$ cat config.mk
export PLATFORM = sky130hd
export DESIGN_NAME = packet_tagger
export DESIGN_NICKNAME = d
export VERILOG_FILES = /design/src/rtl/packet_tagger.sv
export SDC_FILE = /design/constraint.sdc
export NUM_CORES = 1
export LEC_CHECK = 0
export BUFFER_PORTS_ARGS = -buffer_cell sky130_fd_sc_hd__buf_2
export CAP_MARGIN = 0
export CORE_ASPECT_RATIO = 1.5
export CORE_MARGIN = 5
export CORE_UTILIZATION = 49
export DETAILED_ROUTE_END_ITERATION = 10
export GPL_TIMING_DRIVEN = 0
export PLACE_DENSITY = 0.86
export REMOVE_ABC_BUFFERS = 1
export SYNTH_ARGS = -nofsm -noshare
export SYNTH_HDL_FRONTEND = slang
export SYNTH_SLANG_ARGS = --single-unit
$ cat constraint.sdc
create_clock -name clk -period 4.1 [get_ports clk]
set_clock_uncertainty 0.1 [all_clocks]
set_input_delay 0.41 -clock clk [delete_from_list [all_inputs] [get_ports clk]]
set_output_delay 0.41 -clock clk [all_outputs]
set_load 0.02 [all_outputs]
$ cat src/rtl/packet_tagger.sv
// Reorder-tag attaching register slice in front of circular_buffer; truncates over-long packets.
// Optional packet/truncation statistics are built when PKT_STATS_EN is defined.
module packet_tagger #(
    parameter int unsigned TAG_WIDTH            = 6,
    parameter int unsigned CIRCULAR_BUFFER_SIZE = 50,
    parameter int unsigned DATA_WIDTH           = 64,
    parameter int unsigned MAX_TDATA_PER_PACKET = 375
) (
    input  logic                  clk,
    input  logic                  rst,
    input  logic [DATA_WIDTH-1:0] s_TDATA,
    input  logic                  s_TLAST,
    input  logic                  s_TVALID,
    output logic                  s_TREADY,
    output logic [DATA_WIDTH-1:0] buffer_TDATA,
    output logic [TAG_WIDTH-1:0]  reorder_tag_in,
    output logic                  buffer_TLAST,
    output logic                  buffer_TVALID,
    input  logic                  buffer_TREADY,
    output logic                  tag_alloc_valid,
    output logic [TAG_WIDTH-1:0]  tag_alloc,
    output logic [31:0]           pkt_count,
    output logic [31:0]           trunc_count
);

    localparam int unsigned BEAT_W = $clog2(MAX_TDATA_PER_PACKET + 1);

    typedef enum logic [1:0] {
        S_IDLE,
        S_IN_PKT,
        S_DISCARD
    } state_t;

    state_t                r_state;
    state_t                w_state_nxt;
    logic [BEAT_W-1:0]     r_beat_cnt;
    logic [BEAT_W-1:0]     w_beat_num;
    logic [TAG_WIDTH-1:0]  r_tag;
    logic [TAG_WIDTH-1:0]  w_tag_nxt;
    logic [DATA_WIDTH-1:0] r_data;
    logic [TAG_WIDTH-1:0]  r_tag_out;
    logic                  r_last;
    logic                  r_valid;
    logic                  r_alloc_valid;
    logic [TAG_WIDTH-1:0]  r_alloc_tag;
    logic                  w_accept;
    logic                  w_fwd;
    logic                  w_forced;
    logic                  w_last;

    // DISCARD always drains the input, even while the output beat is stalled
    assign s_TREADY = rst && ((r_state == S_DISCARD) || !r_valid || buffer_TREADY);
    assign w_accept = s_TVALID && s_TREADY;

    assign buffer_TDATA    = r_data;
    assign reorder_tag_in  = r_tag_out;
    assign buffer_TLAST    = r_last;
    assign buffer_TVALID   = r_valid;
    assign tag_alloc_valid = r_alloc_valid;
    assign tag_alloc       = r_alloc_tag;

    always_ff @(posedge clk) begin
        if (!rst) begin
            r_state <= S_IDLE;
        end else begin
            r_state <= w_state_nxt;
        end
    end

    always_comb begin
        w_state_nxt = r_state;
        w_fwd       = w_accept && (r_state != S_DISCARD);
        w_beat_num  = r_beat_cnt + BEAT_W'(1);
        w_forced    = w_fwd && !s_TLAST && (w_beat_num == BEAT_W'(MAX_TDATA_PER_PACKET));
        w_last      = s_TLAST || w_forced;
        w_tag_nxt   = (r_tag == TAG_WIDTH'(CIRCULAR_BUFFER_SIZE - 1)) ? '0 : r_tag + TAG_WIDTH'(1);
        case (r_state)
            S_IDLE, S_IN_PKT: begin
                if (w_fwd) begin
                    if (w_forced) begin
                        w_state_nxt = S_DISCARD;
                    end else if (s_TLAST) begin
                        w_state_nxt = S_IDLE;
                    end else begin
                        w_state_nxt = S_IN_PKT;
                    end
                end
            end
            S_DISCARD: begin
                if (w_accept && s_TLAST) begin
                    w_state_nxt = S_IDLE;
                end
            end
            default: w_state_nxt = S_IDLE;
        endcase
    end

    // Output register slice, tag/beat counters and allocation pulse
    always_ff @(posedge clk) begin
        if (!rst) begin
            r_data        <= '0;
            r_tag_out     <= '0;
            r_last        <= 1'b0;
            r_valid       <= 1'b0;
            r_beat_cnt    <= '0;
            r_tag         <= '0;
            r_alloc_valid <= 1'b0;
            r_alloc_tag   <= '0;
        end else begin
            r_alloc_valid <= w_fwd && (r_state == S_IDLE);
            if (w_fwd && (r_state == S_IDLE)) begin
                r_alloc_tag <= r_tag;
            end
            if (w_fwd) begin
                r_data     <= s_TDATA;
                r_tag_out  <= r_tag;
                r_last     <= w_last;
                r_valid    <= 1'b1;
                r_beat_cnt <= w_last ? '0 : w_beat_num;
                if (w_last) begin
                    r_tag <= w_tag_nxt;
                end
            end else if (buffer_TREADY) begin
                r_valid <= 1'b0;
            end
        end
    end

`ifdef PKT_STATS_EN
    logic        r_forced;
    logic [31:0] r_pkt_count;
    logic [31:0] r_trunc_count;

    // Saturating counters of TLAST beats taken by the buffer
    always_ff @(posedge clk) begin
        if (!rst) begin
            r_forced      <= 1'b0;
            r_pkt_count   <= '0;
            r_trunc_count <= '0;
        end else begin
            if (w_fwd) begin
                r_forced <= w_forced;
            end
            if (r_valid && buffer_TREADY && r_last) begin
                if (r_pkt_count != '1) begin
                    r_pkt_count <= r_pkt_count + 32'd1;
                end
                if (r_forced && (r_trunc_count != '1)) begin
                    r_trunc_count <= r_trunc_count + 32'd1;
                end
            end
        end
    end

    assign pkt_count   = r_pkt_count;
    assign trunc_count = r_trunc_count;
`else
    assign pkt_count   = '0;
    assign trunc_count = '0;
`endif

endmodule

Word level (Yosys, flattened, before mapping)
Cells that the tools add are included.

Bits in registers: 96. Logic and storage cells: 44.

Reduce and logical (&&, ||, !) cells: 17. Mux-type cells: 9. Equal/unequal tests: 7. Add/subtract/negate cells: 2.

Operators by type and width (count): $add A9 B1 Y9 const B (1); $eq A9 B9 Y1 const B (1); $mux W9 (1); $logic_and A1 B1 Y1 (7); $add A6 B1 Y6 const B (1); $eq A6 B6 Y1 const B (1); $mux W2 (3); $mux W6 (1); $ne A2 B2 Y1 const B (2); $pmux W2 S2 (1); $reduce_and A2 Y1 (2); $logic_or A1 B1 Y1 (3); $mux W1 (3); $eq A2 B1 Y1 const B (1); $eq A2 B2 Y1 const B (1); $logic_not A1 Y1 (2); $logic_not A2 Y1 (1); $ne A2 B1 Y1 const B (1); $reduce_bool A2 Y1 (1); $reduce_or A2 Y1 (1).

Logic depth before layout (Yosys ltp)
Depth after elaboration: 11. Depth in mapped cells: 9. Gate-level depth less buffers: 8.

Worst setup path after synthesis
No wires, ideal clock.

Path type: flip-flop to flip-flop. Start point: register r_beat_cnt[0]. End point: register r_tag[2]. Cell stages (with the launch flop): 9. Setup time: 0.070 ns. Period minus slack after synthesis: 2.220 ns. Data arrival time: 2.050 ns. Path slack: 1.880 ns. Cell sequence: dfxtp_1 -> ha_1 -> nand2_1 -> nor4_1 -> or2_1 -> o221ai_2 -> buf_6 -> or4_1 -> a21oi_1.

Cells in the longest elaborated chain, start to end: 5.

RTL lines: start, declared (line 36) `logic [BEAT_W-1:0] r_beat_cnt;`; start signal, assigned (line 119) `r_beat_cnt <= w_last ? '0 : w_beat_num;`; $add A9 B1 Y9 (line 73) `w_beat_num = r_beat_cnt + BEAT_W'(1);`; $eq A9 B9 Y1 (line 74) `w_forced = w_fwd && !s_TLAST && (w_beat_num == BEAT_W'(MAX_TDATA_PER_PACKET));`; $logic_and A1 B1 Y1 (line 74); $logic_or A1 B1 Y1 (line 75) `w_last = s_TLAST || w_forced;`; $reduce_and A2 Y1 (no source line); end signal, assigned (line 121) `r_tag <= w_tag_nxt;`; end, declared (line 38) `logic [TAG_WIDTH-1:0] r_tag;`.

Every way passes these cells. A chain may end at the register's enable or synchronous reset.

Worst setup path in the final report
Start point: register r_beat_cnt[0]. End point: register r_beat_cnt[1].

Cells in the longest elaborated chain, start to end: 5.

RTL lines (line): $add A9 B1 Y9 * (73); $eq A9 B9 Y1 (74); $logic_and A1 B1 Y1 (74); $logic_or A1 B1 Y1 (75); $mux W9 * (119).

Mark *: on every way between the ends. The rest lies on a longest branch, timed or not.

==> results by group <==
Status
  – Status: finished clean

Yosys
  – Cell type with the largest total area after synthesis: dfxtp_1
  – Yosys warns: 0
  – Most frequent cells after synthesis: 150 x nand2_1, 96 x dfxtp_1, 75 x a21oi_1
  – Sequential share of the synthesized area: about 45%
  – Synth top area share: 45.3%
  – Area of the mapped netlist: 4240 µm²
  – Most frequent cell after synthesis: nand2_1
  – Post-synthesis cell count: around 530
  – Yosys cell types: 55
  – Post-synthesis area per instance: between 8 and 9 µm²
  – #FFs+latches synth: between 90 and 100
  – FFs w/ async S/R, synth: 0%
  – Post-synth EDFFs: 0
  – Synth Flop Type: dfxtp_1
  – Synth top area cells: dfxtp_1 45%, nand2_1 13%, buf_4 11%

Clocking
  – Clock sinks: between 90 and 100
  – Root Driver: clkbuf_16
  – Resize count post-CTS: 0
  – Post-CTS setup buffer count: 0
  – TritonCTS clock tree: done
  – Clock transition at the registers of the reported paths: 0.07 ns
  – Skew-Pair Late Insertion Delay: roughly 0.33 ns
  – H-tree Lvls: 3
  – CTS max path bufs: 2
  – Hold buffer count at cts: 0
  – TritonCTS Buffers: 9

Setup path
  – R2R setup slack: about 1.3 ns
  – Worst Reg2Reg Path Length in Cells: 7
  – Setup crit start kind: flop
  – Critical path class: flop to flop
  – R2R Path End: r_beat_cnt[1]
  – Critical path endpoint category: flop
  – Worst Path Max Fanout: 11
  – FF-to-FF Start: r_beat_cnt[0]
  – Worst EP required: roughly 4.2 ns
  – CP arrival: 2.90 ns

Detailed routing
  – Vias per inst: just under 5
  – Wire per inst: between 10 and 15 µm
  – Antenna Nets Post-Route: 0
  – Vias: ~3,800
  – Pre-antenna DRT Iters: 4
  – Final wirelength: 10.2 mm
  – Post-route DRC: 0
  – Initial DRC Count: 165

Min path
  – Worst min path class: input pin to flop
  – Hold path cells: 3
  – Hold endpoint: buffer_TDATA[34]
  – Hold Crit Start: s_TDATA[34]

Global route
  – Initial antenna violation count: 0
  – Met3 usage: under 10%
  – Met2 Resource Use GR: between 30% and 40%
  – GRT Max-Usage Layer: met2
  – Vias in the first global route: 3,480
  – Overflow left after global routing: 0
  – Gr usage total: 18.3%
  – Largest net degree at the start of global routing: between 80 and 90
  – GR Util met1: 20.4%
  – First-pass GRT wire length: roughly 16 mm

Cells and area
  – ANT cells: 0
  – Final Net Count: 734
  – FILL cells: between 700 and 800
  – Syn-to-layout area delta: 20.9%
  – Share of layout cells above drive strength 1: about a quarter
  – Fin util: about three fifths

STA
  – Final Cycle Share: between 60% and 70%
  – Period minus WS final: ~2.8 ns
  – Final worst slack: about 1.3 ns
  – Normalized max-slew margin: ~51%
  – Final Setup Violations: 0
  – Slew Viols, Final: 0
  – Final hold vios: 0
  – RSZ-0062 raised after global routing: no
  – Pin slew with the least headroom to its limit: 0.740 ns
  – Worst hold slack: 0.207 ns
  – Fmax: 363 MHz

Power and ir drop
  – Total power: just over 2 mW
  – Peak VDD IR: about 0.00031 V
  – Cell Pwr Density: approximately 410 nW/µm²
  – Leak pwr: about 2.4 nW

Floorplanning
  – Core Rows: 41
  – DIE AREA: approximately 11,000 µm²
  – Starting density of the core: 50.1%
  – Core Box Area: roughly 8500 µm²
  – Die width: about 86 µm
  – Die Span Y: 124 µm
  – I/O pin count: approximately 210

Placement
  – Place WS: between 1 and 1.5 ns
  – Port Buffers: 148
  – DP Wirelength: between 7 and 8 mm
  – Placer Congestion: approximately 0.8

Flow run
  – Max-cap violations: 0
[report_power, final]
part | total (mW) | internal (mW) | switching (mW) | leakage [nW]
Clock | 0.820 | 0.476 | 0.344 | 0.143
Sequential | 0.988 | 0.968 | 0.0207 | 0.782
Combinational | 0.270 | 0.0828 | 0.188 | 1.45
[cells by family (layout without fill, tap and decap cells)]
group | Yosys count | in the layout | share of synthesized area [%]
simple gates | 209 | 209 | 21.1
compound gates | 102 | 102 | 13.8
buf+inv | 101 | 175 | 15.1
flops | 96 | 96 | 45.3
xor+xnor | 9 | 9 | 1.86
mux | 7 | 7 | 1.65
fa+ha+maj | 4 | 4 | 1.18
other cells | 1 | 64 | 0.0884
[how the worst max path moves through the flow]
stage	startpoint	endpoint	slack, ns	depth (start not counted)
2_1_floorplan	buffer_TREADY	r_beat_cnt[1]	0.61	4
3_3_place_gp	buffer_TREADY	r_beat_cnt[1]	-0.89	5
3_5_place_dp	buffer_TREADY	r_tag[2]	1.29	7
4_1_cts	r_beat_cnt[0]	r_beat_cnt[1]	1.37	7
5_1_grt	r_beat_cnt[0]	r_tag[4]	1.16	7
6_report	r_beat_cnt[0]	r_beat_cnt[1]	1.34	7
[worst max-delay path, cell delays in order, from the launching register on]
cell and delay (ns):
dfxtp_1 0.45, ha_1 0.35, nand4_1 0.18, a21o_1 0.23, a311o_2 0.42, o221ai_2 0.47, o21ai_2 0.22, a211oi_1 0.26
[through the flow]
stage	cells	TNS, ns	instance area [µm²]
floorplan	496	0	3860
global placement	751	-20.71	4730
detailed placement	756	0	4810
CTS	772	0	5110
global route	773	0	5130
finish	773	0	5130
[per-layer routing]
layer / wire (µm) / vias up / share of wire (%)
met2: 5320 / 163 / 52
met4: 233 / 0 / 2.3
li1: - / 1881 / -
met3: 954 / 22 / 9.3
met5: 0 / - / 0
met1: 3720 / 1778 / 36
[layout by cell type (no fill, tap or decap), types with 2 or more instances in the layout]
cell,netlist,layout
a21oi_1,75,75
buf_12,0,2
buf_2,1,148
buf_8,0,4
clkbuf_16,0,9
clkinv_4,0,2
conb_1,1,64
dfxtp_1,96,96
ha_1,4,4
inv_1,4,4
mux2i_1,7,7
nand2_1,150,150
nand2b_1,6,6
nand3_1,6,6
nand4_1,5,5
nor2_1,21,21
nor2b_1,2,2
nor3_1,3,3
nor4_1,2,2
o211ai_1,2,2
o21ai_0,7,7
o31ai_1,3,3
xnor2_1,5,5
xor2_1,4,4
[layout make-up]
| cell class | instances | area (µm²) | share of cell area, % |
|---|---|---|---|
| flip-flops and latches | 96 | 1920 | 37.4 |
| multi-input cells | 395 | 1920 | 37.4 |
| well taps | 107 | 134 | 2.61 |
| repair buffers | 154 | 841 | 16.4 |
| clock inverters | 6 | 68.8 | 1.34 |
| clock buffers | 10 | 229 | 4.46 |
| inverters | 5 | 18.8 | 0.366 |
[flip-flops by register name (all words and copies together) (netlist names)]
name,count
reorder_tag_in,6
r_tag,6
r_state,2
tag_alloc,6
tag_alloc_valid,1
buffer_TVALID,1
r_beat_cnt,9
buffer_TDATA,64
buffer_TLAST,1
No activity file was read; power rests on OpenSTA's default activity.
